## src/rtl/ocp_pkg.sv

```systemverilog
// rtl/ocp_pkg.sv - shared types for the OCP bridge / memory arbiter slice
package ocp_pkg;

    // Direction of a memory transfer as presented on the shared memory port.
    typedef enum logic {
        MEM_READ  = 1'b0,
        MEM_WRITE = 1'b1
    } mem_access_e;

    // Memory arbiter sequencing: pick a requester, run its access, report.
    typedef enum logic [1:0] {
        ARB_IDLE   = 2'd0,
        ARB_ACCESS = 2'd1,
        ARB_RESP   = 2'd2
    } arb_state_e;

endpackage

```

## src/rtl/rr_priority_picker.sv

```systemverilog
// rtl/rr_priority_picker.sv - combinational round-robin find-first
//
// Purpose: find the first set bit of req_vec, starting at start_idx and
// searching upward, wrapping past NUM_REQ-1 back to 0.
//
// Ports:
//   req_vec    in  NUM_REQ  candidate request bits
//   start_idx  in  IDX_W    index with highest priority this cycle
//   valid      out 1        at least one bit of req_vec is set
//   index      out IDX_W    index of the winning bit (0 when !valid)
module rr_priority_picker #(
    parameter int NUM_REQ = 4,
    parameter int IDX_W   = (NUM_REQ > 1) ? $clog2(NUM_REQ) : 1
) (
    input  logic [NUM_REQ-1:0] req_vec,
    input  logic [IDX_W-1:0]   start_idx,
    output logic               valid,
    output logic [IDX_W-1:0]   index
);

    int pos;

    // Walk every offset from start_idx; the first hit wins and later hits
    // are masked by valid, so the loop unrolls into a fixed priority chain.
    always_comb begin
        valid = 1'b0;
        index = '0;
        pos   = 0;
        for (int i = 0; i < NUM_REQ; i++) begin
            pos = (int'(start_idx) + i) % NUM_REQ;
            if (!valid && req_vec[IDX_W'(pos)]) begin
                valid = 1'b1;
                index = IDX_W'(pos);
            end
        end
    end

endmodule

```

## src/rtl/mem_rr_arbiter.sv

```systemverilog
// rtl/mem_rr_arbiter.sv - round-robin arbiter sharing one memory master port
//
// Purpose: grants one of NUM_REQ bridge-style requesters at a time, drives the
// shared memory port for the grantee and returns a one-cycle completion with
// read data. A watchdog ends transfers the memory never completes, flagging
// req_error.
//
// Ports:
//   clk                  in   1                    rising-edge clock
//   reset                in   1                    async active-low reset
//   req_request          in   NUM_REQ              per-requester request level
//   req_type             in   NUM_REQ              0 = read, 1 = write
//   req_address          in   NUM_REQ*ADDR_WIDTH   per-requester address
//   req_write_data       in   NUM_REQ*DATA_WIDTH   per-requester write data
//   req_complete         out  NUM_REQ              one-hot completion pulse
//   req_error            out  1                    transfer timed out
//   req_read_data        out  DATA_WIDTH           read data with req_complete
//   mem_access_request   out  1                    memory request level
//   mem_access_type      out  1                    0 = read, 1 = write
//   mem_address          out  ADDR_WIDTH           memory address
//   mem_write_data       out  DATA_WIDTH           memory write data
//   mem_read_data        in   DATA_WIDTH           valid with access_complete
//   mem_access_complete  in   1                    one-cycle memory completion
//   busy                 out  1                    arbiter not idle
//   grant_id             out  clog2(NUM_REQ)       current / last grantee
module mem_rr_arbiter
    import ocp_pkg::*;
#(
    parameter int NUM_REQ        = 4,
    parameter int DATA_WIDTH     = 32,
    parameter int ADDR_WIDTH     = 5,
    parameter int TIMEOUT_CYCLES = 64
) (
    input  logic                          clk,
    input  logic                          reset,
    input  logic [NUM_REQ-1:0]            req_request,
    input  logic [NUM_REQ-1:0]            req_type,
    input  logic [NUM_REQ*ADDR_WIDTH-1:0] req_address,
    input  logic [NUM_REQ*DATA_WIDTH-1:0] req_write_data,
    output logic [NUM_REQ-1:0]            req_complete,
    output logic                          req_error,
    output logic [DATA_WIDTH-1:0]         req_read_data,
    output logic                          mem_access_request,
    output logic                          mem_access_type,
    output logic [ADDR_WIDTH-1:0]         mem_address,
    output logic [DATA_WIDTH-1:0]         mem_write_data,
    input  logic [DATA_WIDTH-1:0]         mem_read_data,
    input  logic                          mem_access_complete,
    output logic                          busy,
    output logic [$clog2(NUM_REQ)-1:0]    grant_id
);

    localparam int GW = $clog2(NUM_REQ);
    localparam int CW = $clog2(TIMEOUT_CYCLES + 1);

    arb_state_e             state;
    logic [GW-1:0]          last_grant;
    logic [CW-1:0]          tmo_cnt;

    logic [GW-1:0]          start_idx;
    logic                   pick_valid;
    logic [GW-1:0]          pick_idx;
    mem_access_e            sel_type;
    logic [ADDR_WIDTH-1:0]  sel_address;
    logic [DATA_WIDTH-1:0]  sel_write_data;

    // The previous grantee is searched last, so it cannot win twice in a row
    // while anybody else is waiting.
    assign start_idx = (last_grant == GW'(NUM_REQ - 1)) ? '0 : last_grant + 1'b1;

    rr_priority_picker #(
        .NUM_REQ (NUM_REQ),
        .IDX_W   (GW)
    ) u_picker (
        .req_vec   (req_request),
        .start_idx (start_idx),
        .valid     (pick_valid),
        .index     (pick_idx)
    );

    assign sel_type       = mem_access_e'(req_type[pick_idx]);
    assign sel_address    = req_address[pick_idx*ADDR_WIDTH +: ADDR_WIDTH];
    assign sel_write_data = req_write_data[pick_idx*DATA_WIDTH +: DATA_WIDTH];

    always_ff @(posedge clk or negedge reset) begin
        if (!reset) begin
            state              <= ARB_IDLE;
            last_grant         <= GW'(NUM_REQ - 1);
            tmo_cnt            <= '0;
            grant_id           <= '0;
            req_complete       <= '0;
            req_error          <= 1'b0;
            req_read_data      <= '0;
            mem_access_request <= 1'b0;
            mem_access_type    <= 1'b0;
            mem_address        <= '0;
            mem_write_data     <= '0;
            busy               <= 1'b0;
        end else begin
            // Completion and error only ever live for the single RESP cycle.
            req_complete <= '0;
            req_error    <= 1'b0;

            case (state)
                ARB_IDLE: begin
                    if (pick_valid) begin
                        mem_access_type    <= sel_type;
                        mem_address        <= sel_address;
                        mem_write_data     <= sel_write_data;
                        mem_access_request <= 1'b1;
                        last_grant         <= pick_idx;
                        grant_id           <= pick_idx;
                        tmo_cnt            <= '0;
                        busy               <= 1'b1;
                        state              <= ARB_ACCESS;
                    end
                end

                ARB_ACCESS: begin
                    // A completion arriving in the last allowed cycle still
                    // wins over the watchdog.
                    if (mem_access_complete) begin
                        req_read_data      <= mem_read_data;
                        req_complete       <= NUM_REQ'(1) << grant_id;
                        mem_access_request <= 1'b0;
                        state              <= ARB_RESP;
                    end else if (tmo_cnt == CW'(TIMEOUT_CYCLES - 1)) begin
                        req_read_data      <= '0;
                        req_complete       <= NUM_REQ'(1) << grant_id;
                        req_error          <= 1'b1;
                        mem_access_request <= 1'b0;
                        state              <= ARB_RESP;
                    end else begin
                        tmo_cnt <= tmo_cnt + 1'b1;
                    end
                end

                ARB_RESP: begin
                    req_read_data <= '0;
                    busy          <= 1'b0;
                    state         <= ARB_IDLE;
                end

                default: begin
                    mem_access_request <= 1'b0;
                    busy               <= 1'b0;
                    state              <= ARB_IDLE;
                end
            endcase
        end
    end

endmodule

```

## config.mk

```make
export PLATFORM = sky130hd
export DESIGN_NAME = mem_rr_arbiter
export DESIGN_NICKNAME = d
export VERILOG_FILES = /design/src/rtl/ocp_pkg.sv /design/src/rtl/rr_priority_picker.sv /design/src/rtl/mem_rr_arbiter.sv
export SDC_FILE = /design/constraint.sdc
export NUM_CORES = 1
export LEC_CHECK = 0
export ABC_AREA = 1
export CAP_MARGIN = 0
export CELL_PAD_IN_SITES_DETAIL_PLACEMENT = 1
export CELL_PAD_IN_SITES_GLOBAL_PLACEMENT = 1
export CORE_MARGIN = 2
export CORE_UTILIZATION = 28
export CTS_CLUSTER_SIZE = 25
export DETAILED_ROUTE_END_ITERATION = 12
export PLACE_DENSITY_LB_ADDON = 0.15
export SYNTH_ARGS = -nofsm -noshare
export SYNTH_HDL_FRONTEND = slang
export SYNTH_SLANG_ARGS = --single-unit
```

## constraint.sdc

```tcl
create_clock -name clk -period 2.75 [get_ports clk]
set_input_delay 0.4125 -clock clk [delete_from_list [all_inputs] [get_ports clk]]
set_output_delay 0.4125 -clock clk [all_outputs]
set_load 0.03 [all_outputs]
```

## Word-level counts from Yosys, hierarchy flattened

Index checks and enable logic that the tools add are counted.

| word-level totals | value |
|---|---|
| bits in registers | 90 |
| word-level logic and storage cells | 96 |

| operators by class | value |
|---|---|
| $add $sub $neg | 5 |
| multipliers | 1 |
| $lt $le $gt $ge | 5 |
| equality and inequality tests | 8 |
| shift operators | 3 |
| multiplexer cells | 45 |
| bitwise logic cells | 2 |
| reductions and logical operators | 15 |

Operator list:

| cell | number |
|---|---|
| $shiftx 128x8->32 | 1 |
| $mux 32 | 2 |
| $pmux 32 s2 | 1 |
| $mux 7 | 3 |
| $shiftx 20x6->5 | 1 |
| $mux 1 | 19 |
| $lt 2x4->1 const B | 4 |
| $mux 2 | 8 |
| $pmux 7 s2 | 1 |
| $mux 4 | 3 |
| $bmux 1 s2 | 5 |
| $reduce_and 2->1 | 4 |
| $add 7x1->7 const B | 1 |
| $eq 7x6->1 const B | 1 |
| $ne 2x2->1 const B | 3 |
| $mul 2x3->5 const B | 1 |
| $add 2x1->2 const B | 2 |
| $add 2x2->2 const B | 2 |
| $eq 2x2->1 const B | 2 |
| $pmux 2 s2 | 1 |
| $reduce_and 4->1 | 1 |
| $reduce_bool 2->1 | 2 |
| $shl 1x2->4 const A | 1 |
| $logic_and 1x1->1 | 3 |
| 9 further kinds | 12 |

## Longest topological paths before layout

Gate-level depths: netlist of the first run.

| logic depth | value |
|---|---|
| word-level depth | 17 |
| mapped depth | 18 |
| gate-level depth less buffers | 15 |

## Hierarchy

From an unflattened synthesis of the first run, not the netlist that was laid out.

| unflattened totals | value |
|---|---|
| cells, all modules | 757 |
| area, all modules | 5,262.5 sq um |

Modules (own cells, without submodules):

| module | times used | cells an instance | area an instance (sq um) | sequential area each (sq um) |
|---|---|---|---|---|
| mem_rr_arbiter | 1 | 698 | 4,943.5 | 2,254.7 |
| rr_priority_picker | 1 | 59 | 319.1 | 0.0 |

## Least setup slack after synthesis of the first run

OpenSTA, ideal clock, no wires.

| timing path | value |
|---|---|
| path kind | flip-flop to flip-flop |
| start | reg last_grant[0] |
| end | reg mem_address[0] |
| library setup time | 0.124 ns |
| arrival time | 2.236 ns |
| data required time | 2.626 ns |
| path slack | 0.390 ns |
| stages on the path, launching flop included | 15 |
| buffers on the path | 3 |
| cells stage by stage | dfstp_2 -> buf_6 -> inv_4 -> ha_1 -> nand3_1 -> nand2_2 -> nor2_4 -> nand3_1 -> nand3_2 -> nand2_2 -> buf_6 -> buf_6 -> or2_1 -> nand3_1 -> nand3_1 |

| on the way | value |
|---|---|
| longest elaborated chain between the ends | 17 |
| elaborated cells on any way between the ends | 35 |
| those cells by class | add/sub (4); mul (1); eq/ne (1); shift (1); mux (21); reduce/logical (7) |

RTL lines:

| item | RTL line | source |
|---|---|---|
| start: declaration | mem_rr_arbiter.sv:57 | `logic [GW-1:0] last_grant;` |
| start signal: assignment | mem_rr_arbiter.sv:88 | `last_grant <= GW'(NUM_REQ - 1);` |
| start signal: assignment | mem_rr_arbiter.sv:111 | `last_grant <= pick_idx;` |
| $add 2x1->2 or $eq 2x2->1 (tied branches) | mem_rr_arbiter.sv:69 | `assign start_idx = (last_grant == GW'(NUM_REQ - 1)) ? '0 : last_grant + 1'b1;` |
| $mux 2 * | mem_rr_arbiter.sv:69 |  |
| branches (longest 15 deep; another with $add 2x1->2) | - |  |
| end signal: assignment | mem_rr_arbiter.sv:108 | `mem_address <= sel_address;` |
| end: declaration | mem_rr_arbiter.sv:45 | `output logic [ADDR_WIDTH-1:0] mem_address,` |

Every way passes the cells marked *. The select of a mux whose other input is x is not followed.
A chain may end at the register's enable or synchronous reset.

## Worst setup path in the final report of the first run

| timing path | value |
|---|---|
| start | reg last_grant[0] |
| end | reg mem_write_data[21] |

| on the way | value |
|---|---|
| longest elaborated chain between the ends | 16 |
| elaborated cells on any way between the ends | 34 |
| those cells by class | add/sub (4); eq/ne (1); shift (1); mux (21); reduce/logical (7) |

RTL lines:

| item | RTL line | source |
|---|---|---|
| $add 2x1->2 or $eq 2x2->1 (tied branches) | mem_rr_arbiter.sv:69 |  |
| $mux 2 * | mem_rr_arbiter.sv:69 |  |
| branches (longest 14 deep; another with $add 2x1->2) | - |  |
| end signal: assignment | mem_rr_arbiter.sv:109 | `mem_write_data <= sel_write_data;` |
| end: declaration | mem_rr_arbiter.sv:46 | `output logic [DATA_WIDTH-1:0] mem_write_data,` |

Marked as above.

==> results.py, run 1 <==
metrics = {
    "outcome": {
        "outcome": "finished, final reports clean",
    },
    "routing": {
        "wirelength_um": 20000,
        "drc": 0,
        "drtIter0Drc": 211,
        "viasPerCell": 4.48,
        "antenna_left": 0,
        "drt_first_pass_iters": 4,
        "vias": 6026,
        "wl_per_cell_um": 14.9,
    },
    "logic_synthesis": {
        "ys_seq_area_frac": 0.406,
        "yosysMostFrequentCell": "nand2_1",
        "synthTopCellsByCount": "nand2_1, nand3_1, inv_1, dfrtp_1, or2_0",
        "synth_compound_area_frac": 0.0180,
        "avgSynthCellArea_um2": 6.76,
        "synth_edf_count": 0,
        "synth.distinct_cells": 30,
        "synth_xor_area_frac": 0.00316,
        "synthAdderAreaFrac": 0.00902,
        "synth_top_family_by_area": "simple AND/OR/NAND/NOR gates",
        "synth-simple-area-share": 0.426,
        "syn-cell-area_mm2": 0.00555,
        "synthMuxAreaShare": 0,
        "yosys-top-cells-area": "dfrtp_1, nand3_1, nand2_1",
        "ys_warn_count": 0,
        "yosysTopAreaCell": "dfrtp_1",
        "syn_nets": 1016,
        "synth.top_cell.area_share": 0.397,
        "synthArstFlopShare": 1.00,
        "ys.flop_type": "dfrtp_1",
        "synth_cells": 821,
        "ys_seq_elements": 90,
    },
    "power_and_ir_drop": {
        "p_int_uw": 5720,
        "p_leak_uw": 0.00444,
        "pwr-share-clk": 0.096,
        "switchingPower_uw": 6300,
        "seq_power_share": 0.189,
        "pwr-share-comb": 0.715,
        "ir_drop_uv": 877,
        "p_total_uw": 12000,
        "swShare": 0.524,
        "power_density_mw_per_mm2": 1360,
    },
    "clock_tree": {
        "postCtsHoldBufs": 0,
        "tritoncts": "done",
        "path_clk_slew_ns": 0.07,
        "worstSkewPairLatency_ns": 0.34,
        "htree_levels": 3,
        "numCtsBuffers": 9,
        "clockBufferDepth": 2,
        "cts_sinks": 90,
        "cts_setup_buffers": 0,
        "root_buffer": "clkbuf_16",
    },
    "final_layout": {
        "fin_util": 0.453,
        "antenna_cells": 0,
        "final_cells": 1344,
        "drive_gt1_frac": 0.0630,
        "synthToLayoutAreaGrowth_pct": 58.7,
        "final_nets": 1269,
    },
    "critical_path": {
        "critical_path_class": "reg2reg",
        "max_stage_delay_ns": 0.55,
        "endpoint_kind": "flop",
        "worstPathMaxFanout": 17,
        "crit_slowest_cell": "dfstp_2",
        "crit_chain": "inv_4 > ha_1 > inv_2 > nand3_2 > nand2_2 > nor2_4 > nand3_1 > nand2_1 > nor2_4 > inv_2 > nor2_4 > nand3_1 > nand3_1",
        "arrival_ns": 2.79,
        "start_kind": "flop",
        "path_buf_inv": 3,
        "cp_top_family": "simple AND/OR/NAND/NOR gates",
        "cp_data_required_time_ns": 3.03,
    },
    "run": {
        "maxCapViolCount": 0,
    },
    "die": {
        "initial_core_util": 0.285,
        "fp.dieArea_mm2": 0.0210,
        "die_h_um": 145,
        "rows": 51,
        "pin_count": 270,
        "fp.dieW_um": 145,
        "coreArea_mm2": 0.0195,
    },
    "placed_design": {
        "port_buffers": 269,
        "hpwlAfterDp_um": 15000,
        "dp_cells": 1328,
        "gp_congestion": 0.834,
    },
    "grt": {
        "grt_pass1_wl_um": 31900,
        "antenna_found_initial": 0,
        "grt_pass1_vias": 6198,
        "grt_max_degree": 61,
        "grtUsageTotal": 0.192,
        "grt-ovfl-total": 0,
    },
    "sta": {
        "rsz0062_at_grt": "no",
        "fin_crit_sh": 0.912,
        "finalClockSkew_ns": 0.00903,
        "relSlewSlack": 0.669,
        "slew_viol_final": 0,
        "post-route-min-period_ns": 2.51,
        "tightest_slew_ns": 0.495,
        "hold_violations": 0,
        "setup_violations": 0,
        "setup-tns-final_ns": 0,
        "fmax_mhz": 399,
    },
    "hold_path": {
        "hold_path_class": "in2async",
    },
}
sequential cells by signal, summed over array words and instances, names as in the netlist:
signal	cells
mem_address	5
last_grant	2
req_error	1
state	2
req_complete	4
mem_access_request	1
tmo_cnt	7
req_read_data	32
busy	1
mem_access_type	1
grant_id	2
mem_write_data	32
worst register-to-register path: cells and delay by family (launching register included):
family | cells | cell delay, ns
buffers and inverters | 3 | 0.25
DFF | 1 | 0.55
and+or+nand+nor | 9 | 1.28
adders and majority gates | 1 | 0.37
cell type report:
type                    instances  area [µm²]
repair buffers                288        2880
fillers                      2396       10700
multi-input cells             542        2530
inverters                     143         539
flip-flops and latches         90        2250
clock inverters                 6        41.3
well taps                     265         332
clock buffers                  10         229
cell families after synthesis:
family	after synthesis
xor gates and xnor gates	2
adders and majority gates	4
AOI/OAI and AO/OA	17
and+or+nand+nor	519
DFF	90
buffers and inverters	189
worst paths after layout:
path	cells after the start	slack [ns]	start	endpoint
worst max-delay path	13	0.24	last_grant[0]	mem_write_data[21]
min in group clk	2	0.48	mem_write_data[17]	mem_write_data[17]
worst min-delay path	1	0.01	reset	req_read_data[0]
max in group asynchronous	2	2.04	reset	mem_write_data[1]
worst max register to register	13	0.24	last_grant[0]	mem_write_data[21]
worst min register to register	2	0.48	mem_write_data[17]	mem_write_data[17]
cell usage in the layout, fill, tap and decap left out, drive strengths merged:
master | netlist | routed
buf | 31 | 20
ha | 4 | 4
nor4 | 1 | 1
dfstp | 2 | 2
xor2 | 2 | 2
nor3 | 6 | 6
dfrtp | 88 | 88
o22a | 1 | 1
a21oi | 4 | 4
clkbuf | 15 | 10
or2 | 34 | 34
o31ai | 3 | 3
nand2 | 251 | 251
nand3 | 209 | 209
nor2 | 16 | 16
inv | 142 | 143
o21ai | 9 | 9
nand4 | 2 | 2
clkdlybuf4s50 | 0 | 268
clkinv | 1 | 6
through the flow:
step           hold WS [ns]  area (µm²)  worst slack, ns
3_3_place_gp          0.398        8530            0.234
6_report             0.0106        8810            0.243
2_1_floorplan         0.117        5550            0.390
5_1_grt              0.0221        8810          0.00834
4_1_cts              0.0151        8800            0.158
3_5_place_dp          0.392        8530            0.174
repair_timing:
item	4_1_cts	5_1_grt
endpoints found under the setup margin	0	14
resized for setup	0	3
hold endpoints to repair	0	0
layer usage:
metal	vias to the layer above	global-route usage	routed length, µm	share of wire
met2	150	0.326	9610	0.48
met4	0	0.0567	376	0.019
met1	2814	0.237	8640	0.43
li1	3040	-	-	-
met5	-	0	0	0
met3	22	0.0533	1380	0.069
power by group through the flow:
stage | sequential [µW] | combinational (µW) | clock, µW
6_report | 2270 | 8600 | 1160
5_1_grt | 2350 | 9720 | 1250
4_1_cts | 2280 | 8730 | 1210
3_5_place_dp | 2290 | 8700 | 0
3_3_place_gp | 2280 | 8630 | 0
2_1_floorplan | 3280 | 4840 | 0
Note: power is estimated with default switching activity, not from simulation.
==> run 2: changes to the inputs <==
--- a/config.mk
+++ b/config.mk
@@ -7,10 +7,8 @@
 export LEC_CHECK = 0
 export ABC_AREA = 1
 export CAP_MARGIN = 0
-export CELL_PAD_IN_SITES_DETAIL_PLACEMENT = 1
-export CELL_PAD_IN_SITES_GLOBAL_PLACEMENT = 1
 export CORE_MARGIN = 2
-export CORE_UTILIZATION = 28
+export CORE_UTILIZATION = 41
 export CTS_CLUSTER_SIZE = 25
 export DETAILED_ROUTE_END_ITERATION = 12
 export PLACE_DENSITY_LB_ADDON = 0.15
==> run 2 against run 1 <==
Against the previous run:
- clock power up 6%
- sequential power hardly changed
- fmax increased by 0.70%
- final area decreased by 0.92%
- power is 0.92% lower
- register-to-register slack improved by 0.02 ns
- sequential share of layout area increased by 0.24 points
- first-iteration DRC count increased by 38%
- critical path type unchanged
- largest cell class unchanged
==> results.py, run 2 (synthesized netlist as in run 1, its figures left out) <==
metrics = {
    "grt": {
        "grt_pass1_wl_um": 27500,
        "antenna_found_initial": 0,
        "grt_pass1_vias": 5676,
        "grt-ovfl-total": 0,
        "grtUsageTotal": 0.236,
        "grt_max_degree": 61,
    },
    "final_layout": {
        "final_nets": 1269,
        "fillerInstances": 1181,
        "area.sequential_mm2": 0.00225,
        "final_cell_mix": "clkdlybuf4s50_1, nand2_1, nand3_1",
        "multi_input_area_mm2": 0.00253,
        "synthToLayoutAreaGrowth_pct": 57.3,
        "final_common_cell": "clkdlybuf4s50_1",
        "top_regs": "mem_write_data (32), req_read_data (32), tmo_cnt (7)",
        "final_cells": 1255,
        "drive_gt1_frac": 0.0639,
        "antenna_cells": 0,
    },
    "critical_path": {
        "start_kind": "flop",
        "cp_data_required_time_ns": 2.98,
        "critical_path_class": "reg2reg",
        "max_stage_delay_ns": 0.55,
        "crit_slowest_cell": "dfstp_2",
        "arrival_ns": 2.72,
        "worstPathMaxFanout": 43,
        "path_buf_inv": 3,
        "cp_top_family": "simple AND/OR/NAND/NOR gates",
        "endpoint_kind": "flop",
        "crit_chain": "inv_4 > ha_1 > inv_2 > nand3_2 > nand2_2 > nor2_4 > nand3_1 > nand3_2 > buf_4 > nand3_1 > nand3_1 > nand2_1 > nand2_1 > nand2_1",
    },
    "sta": {
        "setup-tns-final_ns": 0,
        "rsz0062_at_grt": "no",
        "setup_violations": 0,
        "slew_viol_final": 0,
        "tightest_slew_ns": 0.657,
        "fin_crit_sh": 0.905,
        "relSlewSlack": 0.562,
        "hold_violations": 0,
        "fmax_mhz": 402,
        "post-route-min-period_ns": 2.49,
        "finalClockSkew_ns": 0.00890,
    },
    "placed_design": {
        "dp_cells": 1239,
        "gp_congestion": 0.890,
        "port_buffers": 269,
        "hpwlAfterDp_um": 12500,
    },
    "power_and_ir_drop": {
        "pwr-share-clk": 0.103,
        "power_density_mw_per_mm2": 1360,
        "p_int_uw": 5780,
        "ir_drop_uv": 877,
        "seq_power_share": 0.190,
        "switchingPower_uw": 6140,
        "swShare": 0.515,
        "p_leak_uw": 0.00445,
        "pwr-share-comb": 0.707,
    },
    "clock_tree": {
        "root_buffer": "clkbuf_16",
        "numCtsBuffers": 9,
        "cts_setup_buffers": 0,
        "cts_sinks": 90,
        "clockBufferDepth": 2,
        "worstSkewPairLatency_ns": 0.34,
        "tritoncts": "done",
        "postCtsHoldBufs": 0,
        "htree_levels": 3,
        "path_clk_slew_ns": 0.07,
    },
    "die": {
        "rows": 42,
        "fp.dieW_um": 120,
        "fp.dieArea_mm2": 0.0145,
        "pin_count": 270,
        "initial_core_util": 0.419,
        "coreArea_mm2": 0.0132,
        "die_h_um": 120,
    },
    "routing": {
        "drt_first_pass_iters": 5,
        "wl_per_cell_um": 13.7,
        "drc": 0,
        "antenna_left": 0,
        "vias": 5935,
        "viasPerCell": 4.73,
        "wirelength_um": 17200,
        "drtIter0Drc": 292,
    },
    "run": {
        "maxCapViolCount": 0,
    },
    "outcome": {
        "outcome": "finished, final reports clean",
    },
    "hold_path": {
        "hold_path_class": "in2async",
    },
}
run 2: cell count changes in the layout (fill, tap and decap cells not counted), sizes merged:
cell | before | now
inv | 143 | 146
clkinvlp | 0 | 1
clkinv | 6 | 2
run 2: timing repair:
action / in CTS / in global routing
endpoints found under the setup margin: 0 / 1
gates resized for setup: 0 / 1
hold endpoints to repair: 0 / 0
run 2: metal layers:
| layer | vias up | track usage | wire length [µm] |
|---|---|---|---|
| met5 | - | 0 | 0 |
| met4 | 0 | 0.0981 | 525 |
| met3 | 31 | 0.0505 | 1170 |
| met2 | 192 | 0.395 | 7950 |
| met1 | 2663 | 0.296 | 7540 |
| li1 | 3049 | - | - |
run 2: through the flow:
step / total power (µW) / utilization / setup WS, ns / hold slack, ns / cell area, µm²
floorplan: 8120 / - / 0.390 / 0.117 / 5550
global placement: 10700 / 0.637 / 0.299 / 0.461 / 8430
detailed placement: 10700 / 0.637 / 0.249 / 0.464 / 8430
CTS: 12000 / 0.659 / 0.234 / 0.120 / 8730
global route: 13000 / 0.659 / 0.0158 / 0.155 / 8730
finish: 11900 / 0.659 / 0.261 / 0.0939 / 8730
run 2: area by class of cell:
| type | count | share of cell area |
|---|---|---|
| Timing Repair Buffer | 288 | 0.331 |
| Multi-Input combinational cell | 542 | 0.290 |
| Sequential cell | 90 | 0.258 |
| Inverter | 143 | 0.0618 |
| Clock buffer | 10 | 0.0274 |
| Tap cell | 176 | 0.0252 |
| Clock inverter | 6 | 0.00645 |
run 2: path summary, 6_finish.rpt:
| kind | from | endpoint | slack, ns | depth (start not counted) |
|---|---|---|---|---|
| hold / removal | reset | mem_write_data[18] | 0.09 | 1 |
| setup / recovery | last_grant[0] | mem_address[2] | 0.26 | 14 |
| min in group clk | mem_write_data[17] | mem_write_data[17] | 0.48 | 2 |
| hold reg to reg | mem_write_data[17] | mem_write_data[17] | 0.48 | 2 |
| setup reg to reg | last_grant[0] | mem_address[2] | 0.26 | 14 |
| max in group asynchronous | reset | req_read_data[2] | 1.99 | 2 |
run 2: power groups by stage:
stage,Combinational (µW),Clock (µW),Sequential (µW)
floorplan,4840,0,3280
finish,8430,1230,2260
global placement,8370,0,2280
global route,9370,1320,2330
CTS,8490,1260,2270
detailed placement,8460,0,2280
==> run 3: changes to the inputs <==
--- a/config.mk
+++ b/config.mk
@@ -12,6 +12,7 @@
 export CTS_CLUSTER_SIZE = 25
 export DETAILED_ROUTE_END_ITERATION = 12
 export PLACE_DENSITY_LB_ADDON = 0.15
+export SKIP_LAST_GASP = 1
 export SYNTH_ARGS = -nofsm -noshare
 export SYNTH_HDL_FRONTEND = slang
 export SYNTH_SLANG_ARGS = --single-unit
==> results of run 3 <==
The final DEF is identical to that of run 2; final timing and power are the same.
